`src/rtl/cdf_write_back.sv`:
```
// cdf_write_back: streams a histogram out of a 1-cycle-latency memory and
// writes its running sum (the CDF) into a second memory.
// The accumulator saturates, and saturation is flagged on a sticky overflow.
// cdf_min records the first nonzero CDF value of the run.
//
// state | meaning
// ------+--------------------------------------------------------------
// IDLE  | waiting for start; outputs hold the results of the last run
// RUN   | issuing histogram reads, one address per cycle
// DRAIN | read pipeline emptying; last CDF writes still in flight
// DONE  | done pulse cycle; start ignored, then back to IDLE
module cdf_write_back #(
    parameter int NUM_BINS = 256,
    parameter int ADDR_W   = 8,
    parameter int DATA_W   = 20
) (
    input  logic              clock,
    input  logic              reset_n,
    input  logic              start,
    output logic              busy,
    output logic              done,
    output logic              hist_rd_en,
    output logic [ADDR_W-1:0] hist_rd_addr,
    input  logic [DATA_W-1:0] hist_rd_data,
    output logic              cdf_wr_en,
    output logic [ADDR_W-1:0] cdf_wr_addr,
    output logic [DATA_W-1:0] cdf_wr_data,
    output logic [DATA_W-1:0] cdf_min,
    output logic              overflow
);

    typedef enum logic [1:0] {
        IDLE  = 2'd0,
        RUN   = 2'd1,
        DRAIN = 2'd2,
        DONE  = 2'd3
    } state_t;

    localparam logic [ADDR_W-1:0] LAST_ADDR = ADDR_W'(NUM_BINS - 1);
    localparam logic [DATA_W-1:0] SAT_MAX   = '1;

    state_t            state;
    logic [DATA_W-1:0] acc;
    // rd_pend marks that hist_rd_data carries the bin addressed at pend_addr
    logic              rd_pend;
    logic [ADDR_W-1:0] pend_addr;

    logic [DATA_W:0]   sum_wide;
    logic              sum_sat;
    logic [DATA_W-1:0] acc_next;

    // Saturating add of the incoming histogram count to the running sum
    always_comb begin
        sum_wide = {1'b0, acc} + {1'b0, hist_rd_data};
        sum_sat  = sum_wide[DATA_W];
        acc_next = sum_sat ? SAT_MAX : sum_wide[DATA_W-1:0];
    end

    // Sequencer, read-data pipeline and CDF write path
    always_ff @(posedge clock or negedge reset_n) begin
        if (!reset_n) begin
            state        <= IDLE;
            busy         <= 1'b0;
            done         <= 1'b0;
            hist_rd_en   <= 1'b0;
            hist_rd_addr <= '0;
            cdf_wr_en    <= 1'b0;
            cdf_wr_addr  <= '0;
            cdf_wr_data  <= '0;
            cdf_min      <= '0;
            overflow     <= 1'b0;
            acc          <= '0;
            rd_pend      <= 1'b0;
            pend_addr    <= '0;
        end else begin
            rd_pend   <= hist_rd_en;
            pend_addr <= hist_rd_addr;
            cdf_wr_en <= 1'b0;
            done      <= 1'b0;

            if (rd_pend) begin
                acc         <= acc_next;
                cdf_wr_en   <= 1'b1;
                cdf_wr_addr <= pend_addr;
                cdf_wr_data <= acc_next;
                if (sum_sat) begin
                    overflow <= 1'b1;
                end
                if ((cdf_min == '0) && (acc_next != '0)) begin
                    cdf_min <= acc_next;
                end
            end

            case (state)
                IDLE: begin
                    if (start) begin
                        state        <= RUN;
                        busy         <= 1'b1;
                        hist_rd_en   <= 1'b1;
                        hist_rd_addr <= '0;
                        acc          <= '0;
                        cdf_min      <= '0;
                        overflow     <= 1'b0;
                    end
                end
                RUN: begin
                    // address counter stops on the last bin, so it never
                    // walks past NUM_BINS-1 even when 2^ADDR_W is larger
                    if (hist_rd_addr == LAST_ADDR) begin
                        hist_rd_en <= 1'b0;
                        state      <= DRAIN;
                    end else begin
                        hist_rd_addr <= hist_rd_addr + 1'b1;
                    end
                end
                DRAIN: begin
                    // once no read is pending, the final write has already gone out
                    if (!rd_pend) begin
                        state <= DONE;
                        done  <= 1'b1;
                        busy  <= 1'b0;
                    end
                end
                DONE: begin
                    state <= IDLE;
                end
                default: begin
                    state <= IDLE;
                end
            endcase
        end
    end

endmodule

```
`config.mk`:
```
export PLATFORM = sky130hd
export DESIGN_NAME = cdf_write_back
export DESIGN_NICKNAME = d
export VERILOG_FILES = /design/src/rtl/cdf_write_back.sv
export SDC_FILE = /design/constraint.sdc
export NUM_CORES = 1
export LEC_CHECK = 0
export BUFFER_PORTS_ARGS = -buffer_cell sky130_fd_sc_hd__buf_2
export CAP_MARGIN = 40
export CORE_MARGIN = 2
export CORE_UTILIZATION = 51
export CTS_CLUSTER_DIAMETER = 150
export CTS_CLUSTER_SIZE = 25
export DETAILED_ROUTE_END_ITERATION = 10
export PLACE_DENSITY_LB_ADDON = 0.25
export SKIP_LAST_GASP = 1
export SYNTH_ARGS = -nofsm -noshare
export SYNTH_HDL_FRONTEND = slang
export SYNTH_SLANG_ARGS = --single-unit
```
`constraint.sdc`:
```
create_clock -name clock -period 2.9 [get_ports clock]
set_clock_uncertainty 0.15 [all_clocks]
set_input_delay 0.29 -clock clock [delete_from_list [all_inputs] [get_ports clock]]
set_output_delay 0.29 -clock clock [all_outputs]
set_load 0.01 [all_outputs]
```
==> summary.md <==
| Metric | Value |
|---|---|
| CP Capture Type | `flop` |
| R2R Path End | `cdf_min[17]$_DFF_PN0_` |
| Filler instances | `804` |
| Wire length of the first global-routing pass | `23.18 mm` |
| Port Buffers | `a little over 80` |
| Cell area after layout | `0.006376 mm^2` |
| Critical Path AT | `~3400 ps` |
| Detailed Route Iter0 Violations | `264` |
| Largest area contributor in the netlist | `dfrtp_1` |
| CTS max path bufs | `2` |
| Remaining antenna violation count after routing | `0` |
| Synth Flop Type | `dfrtp_1` |
| PD cells | `1334 mW/mm^2` |
| Seq/Total Area, Yosys | `0.4503` |
| Via count | `4631` |
| Die extent in y | `104.1 um` |
| Worst Hold Path Cells | `4` |
| Die outline area | `0.01084 mm^2` |
| Max_cap viols | `0` |
| GRT Overall Usage | `0.2667` |
| Status | `complete, but fails checks` |
| Ant. Diodes | `0` |
| Post-Synthesis Cells | `519` |
| # setup viols final | `39` |
| Cells on worst reg2reg path | `11` |
| Largest net degree at the start of global routing | `61` |
| TritonCTS Buffers | `9` |
| # DRC | `0` |
| Gpl congestion | `0.9061` |
| IO Count | `84` |
| Area grow syn2layout | `24.72%` |
| CTS tree | `yes` |
| Hold wc startpoint | `start` |
| Register area | `0.002303 mm^2` |
| Reg2Reg Setup Slack | `-360 ps` |
| Area of the multi-input gates | `0.002714 mm^2` |
| Crit path launch type | `flop` |
| Worst-path fanout max | `7` |
| Mean Syn Cell Area | `9.850 um^2` |
| Post-synth EDFFs | `0` |
| Synth unique cells | `68` |
| FFs w/ async S/R, synth | `1.000` |
| Nets | `701` |
| Antenna violations before repair | `0` |
| FF-to-FF Start | `acc[0]$_DFF_PN0_` |
| Final Hold Fails | `0` |
| Top cells by count, synth | `dfrtp_1, nor2_1, a21oi_1` |
| Met3 usage | `0.05952` |
| VDD IR-drop max | `588.0 uV` |
| Die X-Extent | `104.1 um` |
| CP Class | `reg2reg` |
| CTS sink count | `92` |
| Worst Tran Pin Value | `roughly 790 ps` |
| GR peak layer | `met2` |
| Syn nets | `567` |
| Met2 Usage GRT | `0.4544` |
| WHS | `126.1 ps` |
| Pins Over Slew Limit | `0` |
| Placement Rows | `36` |
| WP data required | `roughly 3000 ps` |
| First-pass iteration count of the detailed router | `5` |
| Clk_lat worst skew | `380 ps` |
| Fin worst setup slack | `-363.2 ps` |
| HPWL reported at the end of detailed placement | `10.04 mm` |
| Avg WL per Cell | `around 18 um` |
| Root Driver | `clkbuf_8` |
| Most common cell in the netlist | `dfrtp_1` |
| Synth top area share | `0.4503` |
| Worst Hold Class | `in2reg` |
| Mapped cell area | `between 0.005 and 0.006 mm^2` |
| Drt via density | `5.855` |
| Synth Warn # | `0` |
| Crit path time final | `approximately 3300 ps` |
| Highest clock rate | `306.4 MHz` |
| Final Cycle Share | `1.125` |
| Worst hold endpoint | `hist_rd_addr[0]$_DFFE_PN0P_` |
| Post-Route WL | `roughly 14 mm` |
| GR Overflow Total | `0` |
| Vias in the first global route | `4634` |
| Synth top area cells | `dfrtp_1, ha_1, nor2_1` |
| Cell Area, Placed | `0.006026 mm^2` |
| Reg clk slew, reported paths | `90 ps` |
| Leak pwr | `2.943 nW` |
| Starting density of the core | `0.5230` |
| Max_slew headroom | `0.4701` |
| Failing checks | `setup timing` |
| # H-tree levels | `3` |
| Core Footprint | `0.009774 mm^2` |
| RSZ-0062 raised after global routing | `yes` |
| Global routing met1 resource utilization | `0.3280` |
| Number of synthesized register bits | `92` |
| Layout cells sized above 1 | `0.3541` |
-- through the flow --
| stage | utilization | TNS [ps] | setup WS, ps | total power (W) | cells |
|---|---|---|---|---|---|
| 2_1_floorplan | - | -1636 | -142.8 | 0.005332 | 519 |
| 3_3_place_gp | 0.6165 | -4966 | -432.3 | 0.007215 | 769 |
| 3_5_place_dp | 0.6165 | -6416 | -467.0 | 0.007361 | 769 |
| 4_1_cts | 0.6432 | -4833 | -281.5 | 0.008292 | 789 |
| 5_1_grt | 0.6523 | -11380 | -444.9 | 0.009115 | 791 |
| 6_report | 0.6523 | -6545 | -363.2 | 0.008507 | 791 |
-- how the worst max path moves through the flow --
stage / from / end / cells past startpoint
after global placement: hist_rd_data[0] / cdf_min[0]$_DFF_PN0_ / 13
after global routing: acc[0]$_DFF_PN0_ / cdf_min[2]$_DFF_PN0_ / 11
after CTS: acc[0]$_DFF_PN0_ / cdf_min[2]$_DFF_PN0_ / 10
after floorplan: acc[0]$_DFF_PN0_ / cdf_min[10]$_DFF_PN0_ / 11
after detailed placement: hist_rd_data[0] / cdf_min[0]$_DFF_PN0_ / 13
final: acc[0]$_DFF_PN0_ / cdf_min[17]$_DFF_PN0_ / 11
-- placed cells by master, fill, tap and decap left out, types with 5 or more instances in the layout --
cell and count:
o22a_1 6, nor2_1 65, a21oi_1 38, and2_1 7, a2111oi_2 5, mux2_2 8, ha_1 22, nand2_1 29
nand3_1 17, buf_4 62, o21a_1 5, dfrtp_1 91, nor3_1 7, a211oi_1 10, inv_1 20, buf_2 82
o21ai_0 24, o221a_2 6, clkbuf_8 9, a211oi_2 14, xor2_1 8, o211ai_1 6, a21o_1 8, nand4_1 7
-- cell type report --
type | instances | area share
Clock buffer | 10 | 0.02002
Clock inverter | 6 | 0.006083
Sequential cell | 92 | 0.3613
Multi-Input combinational cell | 380 | 0.4256
Timing Repair Buffer | 150 | 0.1491
Inverter | 20 | 0.01177
Tap cell | 133 | 0.02610
-- where the power goes --
group          internal (W)  switching, W
Sequential          0.00181      0.000359
Combinational       0.00246       0.00308
Clock              0.000310      0.000482
Total               0.00459       0.00392
-- worst max-delay path, cell delays in order (launching register included) --
cell      delay (ps)
dfrtp_1          400
ha_2             190
fa_2             390
xor2_2           160
or3_1            310
or4_4            530
nor4_4           290
and4_4           280
buf_6            140
buf_6            120
a21oi_1           70
a211oi_2         140
-- sequential cells by signal, summed over array words and instances (netlist names), 2 cells and up --
| signal | flops |
|---|---|
| acc | 20 |
| cdf_wr_data | 20 |
| state | 2 |
| hist_rd_addr | 8 |
| pend_addr | 8 |
| cdf_min | 20 |
| cdf_wr_addr | 8 |
-- what timing repair did --
item,4_1_cts,5_1_grt
endpoints found under the setup margin,35,51
hold buffers,1,0
hold endpoints to repair,58,0
gates cloned,2,0
pin swaps,8,5
buffers inserted,1,2
resized for setup,16,18
-- metal layers --
layer / vias up / wire, um / part of all wire
met5: - / 0 / 0
met4: 0 / 442 / 0.031
met3: 42 / 817 / 0.058
met2: 170 / 7056 / 0.50
met1: 2245 / 5801 / 0.41
li1: 2174 / - / -
-- cell families after synthesis --
| group | synth area share |
|---|---|
| AOI/OAI and AO/OA | 0.2406 |
| xor gates and xnor gates | 0.02717 |
| adders and majority gates | 0.06265 |
| buffers and inverters | 0.04503 |
| DFF | 0.4503 |
| muxes | 0.02154 |
| and+or+nand+nor | 0.1527 |
(Power assumes the default switching activity.)
